File: src/rtl/updown_counter_mod_if.sv
// Control and status bundle for updown_counter_mod.
// master drives the controls and observes the count; slave is the counter itself.
interface updown_counter_mod_if #(
   parameter int WIDTH = 8
);
   logic             clear;
   logic             load;
   logic [WIDTH-1:0] load_value;
   logic             enable;
   logic             up_down;
   logic [WIDTH-1:0] count;
   logic             at_max;
   logic             at_zero;
   logic             wrap;
   logic             sat_hit;

   modport master (
      output clear, load, load_value, enable, up_down,
      input  count, at_max, at_zero, wrap, sat_hit
   );

   modport slave (
      input  clear, load, load_value, enable, up_down,
      output count, at_max, at_zero, wrap, sat_hit
   );
endinterface

File: src/rtl/updown_counter_mod.sv
// Parametrised up/down counter over 0..MOD-1 with wrap or saturate mode,
// synchronous clear/load and registered wrap/sat_hit event pulses.
module updown_counter_mod #(
   parameter int              WIDTH    = 8,
   parameter longint unsigned MOD      = 256,
   parameter bit              SATURATE = 1'b0
) (
   input logic                 clk,
   input logic                 reset_n,
   updown_counter_mod_if.slave bus
);

   if (WIDTH < 2 || WIDTH > 32) begin : g_bad_width
      $fatal(1, "updown_counter_mod: WIDTH must be 2..32");
   end
   if (MOD < 2 || MOD > (64'd1 << WIDTH)) begin : g_bad_mod
      $fatal(1, "updown_counter_mod: MOD must be 2..2**WIDTH");
   end

   localparam logic [WIDTH-1:0] MAX = WIDTH'(MOD - 64'd1);

   logic [WIDTH-1:0] count_q, count_d;
   logic             wrap_q, wrap_d;
   logic             sat_hit_q, sat_hit_d;

   // Range ends are tested before stepping, so count never leaves 0..MAX.
   always_comb begin
      count_d   = count_q;
      wrap_d    = 1'b0;
      sat_hit_d = 1'b0;
      if (bus.clear) begin
         count_d = '0;
      end else if (bus.load) begin
         count_d = (bus.load_value > MAX) ? MAX : bus.load_value;
      end else if (bus.enable) begin
         if (bus.up_down) begin
            if (count_q < MAX) begin
               count_d = count_q + WIDTH'(1);
            end else if (SATURATE) begin
               sat_hit_d = 1'b1;
            end else begin
               count_d = '0;
               wrap_d  = 1'b1;
            end
         end else begin
            if (count_q != '0) begin
               count_d = count_q - WIDTH'(1);
            end else if (SATURATE) begin
               sat_hit_d = 1'b1;
            end else begin
               count_d = MAX;
               wrap_d  = 1'b1;
            end
         end
      end
   end

   always_ff @(posedge clk or negedge reset_n) begin
      if (!reset_n) begin
         count_q   <= '0;
         wrap_q    <= 1'b0;
         sat_hit_q <= 1'b0;
      end else begin
         count_q   <= count_d;
         wrap_q    <= wrap_d;
         sat_hit_q <= sat_hit_d;
      end
   end

   assign bus.count   = count_q;
   assign bus.wrap    = wrap_q;
   assign bus.sat_hit = sat_hit_q;
   assign bus.at_max  = (count_q == MAX);
   assign bus.at_zero = (count_q == '0);

endmodule

File: src/flat_wrapper.sv
// flat-port wrapper written by rule: the top's interface ports become plain ports
module updown_counter_mod_flat 
#(
   parameter int              WIDTH    = 8,
   parameter longint unsigned MOD      = 256,
   parameter bit              SATURATE = 1'b0
)
  (clk, reset_n, bus_clear, bus_load, bus_load_value, bus_enable, bus_up_down, bus_count, bus_at_max, bus_at_zero, bus_wrap, bus_sat_hit);
  updown_counter_mod_if #(.WIDTH(WIDTH)) bus_i ();
  input logic clk;
  input logic reset_n;
  input wire logic [$bits(bus_i.clear)-1:0] bus_clear;
  input wire logic [$bits(bus_i.load)-1:0] bus_load;
  input wire logic [$bits(bus_i.load_value)-1:0] bus_load_value;
  input wire logic [$bits(bus_i.enable)-1:0] bus_enable;
  input wire logic [$bits(bus_i.up_down)-1:0] bus_up_down;
  output wire logic [$bits(bus_i.count)-1:0] bus_count;
  output wire logic [$bits(bus_i.at_max)-1:0] bus_at_max;
  output wire logic [$bits(bus_i.at_zero)-1:0] bus_at_zero;
  output wire logic [$bits(bus_i.wrap)-1:0] bus_wrap;
  output wire logic [$bits(bus_i.sat_hit)-1:0] bus_sat_hit;
  assign bus_i.clear = bus_clear;
  assign bus_i.load = bus_load;
  assign bus_i.load_value = bus_load_value;
  assign bus_i.enable = bus_enable;
  assign bus_i.up_down = bus_up_down;
  assign bus_count = bus_i.count;
  assign bus_at_max = bus_i.at_max;
  assign bus_at_zero = bus_i.at_zero;
  assign bus_wrap = bus_i.wrap;
  assign bus_sat_hit = bus_i.sat_hit;
  updown_counter_mod #(.WIDTH(WIDTH), .MOD(MOD), .SATURATE(SATURATE)) u_core (.clk(clk), .reset_n(reset_n), .bus(bus_i));
endmodule
File: config.mk
export PLATFORM = sky130hd
export DESIGN_NAME = updown_counter_mod_flat
export DESIGN_NICKNAME = d
export VERILOG_FILES = /design/src/rtl/updown_counter_mod_if.sv /design/src/rtl/updown_counter_mod.sv /design/src/flat_wrapper.sv
export SDC_FILE = /design/constraint.sdc
export NUM_CORES = 1
export LEC_CHECK = 0
export ABC_AREA = 1
export CAP_MARGIN = 5
export CORE_AREA = 2 2 76 42
export CTS_BUF_LIST = sky130_fd_sc_hd__clkbuf_2 sky130_fd_sc_hd__clkbuf_4 sky130_fd_sc_hd__clkbuf_8
export CTS_CLUSTER_DIAMETER = 50
export DETAILED_ROUTE_END_ITERATION = 8
export DIE_AREA = 0 0 78 44
export PLACE_DENSITY = 0.68
export SLEW_MARGIN = 20
export SYNTH_ARGS = -nofsm -noshare
export SYNTH_HDL_FRONTEND = slang
export SYNTH_SLANG_ARGS = --single-unit
File: constraint.sdc
create_clock -name clk -period 1.49 [get_ports clk]
set_input_delay 0.298 -clock clk [delete_from_list [all_inputs] [get_ports clk]]
set_output_delay 0.298 -clock clk [all_outputs]
set_load 0.02 [all_outputs]
==> results of run 1 <==
[layer usage]
layer / routed length (um) / track usage, %
met2: 1460 / 27.8
met1: 1530 / 25.9
met3: 300 / 6.46
met4: 28 / 4.21
met5: 0 / 0
[cell usage after synthesis]
cell type	n	area, um^2
nand2_1	46	173
nor2_1	20	75.1
nand3_1	14	70.1
inv_1	10	37.5
dfrtp_1	9	225
inv_2	9	33.8
o21ai_1	7	35.0
a21oi_1	5	25.0
nand2_2	5	31.3
o21ai_0	5	25.0
ha_1	3	37.5
nor2_2	3	18.8
buf_4	2	15.0
nand3_2	2	20.0
nor2_4	2	22.5
buf_12	1	20.0
buf_8	1	15.0
clkinv_1	1	3.75
conb_1	1	3.75
nand4_1	1	6.26
o211ai_1	1	7.51
o22ai_1	1	6.26
o32ai_1	1	8.76
xnor2_1	1	8.76
xor2_1	1	8.76
[worst max-delay path, cell delays in order, from the launching register on]
cell and delay, ns:
dfrtp_1 0.42, nor2_2 0.18, nand2_2 0.12, nor2_4 0.13
buf_6 0.13
[cell type report]
type	instances	area (um^2)
Clock buffer	4	48.8
Fill cell	277	1240
Timing Repair Buffer	54	478
Multi-Input combinational cell	119	687
Inverter	20	77.6
Tap cell	40	50.0
Sequential cell	9	225
[per-stage QoR]
stage	setup slack [ns]	instances
global route	-0.101	246
finish	-0.0164	246
floorplan	0.0212	152
CTS	-0.0929	242
global placement	-0.271	236
detailed placement	-0.296	236
[state kept, by name, summed over array words and instances (netlist names)]
| name | flops |
|---|---|
| u_core.bus.wrap | 1 |
| u_core.bus.count | 8 |
[repair_timing]
action / 4_1_cts / 5_1_grt
endpoints found under the setup margin: 13 / 9
pin swaps: 3 / 19
setup buffers: 2 / 5
gates resized for setup: 28 / 29
[placed cells by master, fill, tap and decap left out, drive strengths merged, types with 3 or more instances in the layout]
cell type and instances:
clkdlybuf4s50 14, dlygate4sd2 6, nand2 51, nand3 16
o21ai 12, clkbuf 4, dfrtp 9, inv 19
ha 3, a21oi 5, nor2 25, buf 33
[where the power goes]
| part | leakage [uW] | switching, uW | internal (uW) |
|---|---|---|---|
| combinational | 0.000640 | 321 | 267 |
| sequential | 0.000116 | 24.6 | 267 |
| clock | 0.0000262 | 112 | 206 |
[worst min path at each step]
| stage | to | cells past startpoint |
|---|---|---|
| floorplan | u_core.bus.count[0] | 0 |
| global placement | u_core.bus.count[7] | 3 |
| detailed placement | u_core.bus.count[7] | 3 |
| CTS | u_core.bus.count[7] | 1 |
| global route | u_core.bus.wrap | 1 |
| finish | u_core.bus.wrap | 1 |
[cell families after synthesis]
logic type	count (synthesis)
simple gates	93
buf+inv	24
compound gates	20
flops	9
fa+ha+maj	3
xor+xnor	2
other cells	1
==> flow_summary_export.csv, run 1 <==
group,metric,value,unit
run_status,outcome,"finished, violations left",
run_status,violations,"setup timing",
critical_path,worstPathRequired,1.19,ns
place,place_area,1350,um^2
floorplanning,start_util,33.3,%
yosys,synth_top_family_by_area,"simple AND/OR/NAND/NOR gates",
layout,nNetsFinal,224,
floorplanning,fp-row-count,14,
critical_path,crit_path_end,"bus_at_zero",
critical_path,startpoint,"u_core.bus.count[2]",
layout,post-route-util,55.9,%
layout,drive_gt1_share,38.3,%
global_route,antenna_found_initial,0,
cts,cts_buffer_depth,2,
critical_path,r2r-end,"u_core.bus.count[6]",
cts,clk_pin_slew,0.05,ns
timing,maxSlewViolCount,0,
yosys,synth_cell_types,25,
yosys,syn_inst,152,
yosys,netlist_area,933,um^2
floorplanning,io_pins,26,
timing,finalSetupViolCount,1,
routing,detailedRoute.firstIterationViolations,123,
job,cap_violations,0,
routing,ant_nets,0,
global_route,grt_pass1_wl,4.79,mm
yosys,synth_compound_area_share,11.5,%
cts,clock-sinks,9,
yosys,syn_nets,169,
critical_path,reg2reg_from,"u_core.bus.count[0]",
yosys,synth_xor_area_share,1.88,%
yosys,synthMuxAreaShare,0,%
yosys,ys_seq_elements,9,
place,dp_hpwl,2.35,mm
global_route,overflow,0,
timing,hold_violations,0,
cts,cts_root_buf,"clkbuf_8",
layout,area_growth,67.8,%
power,ir_worst_vdd,370,uV
critical_path,worst-r2r-setup-slack,0,ns
power,p_per_area,764,nW/um^2
floorplanning,die_w,78,um
cts,worstSkewPairLatency,0.24,ns
timing,finalCritPeriodShare,101,%
timing,period_needed,1.51,ns
routing,first_pass_iters,4,
floorplanning,core-area,2800,um^2
critical_path,worstPathArrival,1.21,ns
yosys,yosysSeqAreaShare,24.1,%
floorplanning,dieArea,3430,um^2
cts,holdBufCountCts,0,
timing,fin_hold_ws,0.373,ns
critical_path,path_class,"reg -> out",
timing,finalWorstSetupSlack,-0.0164,ns
power,p_leak,0.000782,uW
place,port_buffers,24,
timing,skew,0.00595,ns
critical_path,end_kind,"primary output",
global_route,grt.total_usage,18.5,%
global_route,grt_pass1_vias,1050,
timing,fmax,664,MHz
routing,wire_per_inst,13.5,um
routing,dr_total_vias,1191,
timing,setup_tns,-0.0164,ns
routing,routed_via_density,4.84,
critical_path,startpoint_type,"flip-flop",
cts,htreeDepth,1,
cts,cts_made_buffers,3,
routing,drc,0,
yosys,synth_fa_ha_area_share,4.02,%
timing,rsz0062_at_grt,"true",
yosys,ys_warn_count,0,
floorplanning,dieHeight,44,um
critical_path,reg2regPathDepth,12,
layout,final_area,1570,um^2
yosys,synth_area_per_cell,6.14,um^2
global_route,grt_max_degree,16,
worst_hold_path,min_path_type,"in -> async",
place,gp_congestion,0.999,
critical_path,cp_max_fo,4,
routing,drt_wl_total,3.32,mm
yosys,synthSimpleGateAreaFrac,44.6,%
power,finalPower,1200,uW
cts,cts_tree,"done",
layout,n_antenna_cell,0,
Power figures use the tool's default switching activity.
==> inputs of run 2 (changes only) <==
CTS_CLUSTER_DIAMETER = 200   (was 50)
==> results of run 2 <==
The final DEF is identical to that of run 1; final timing and power are the same.
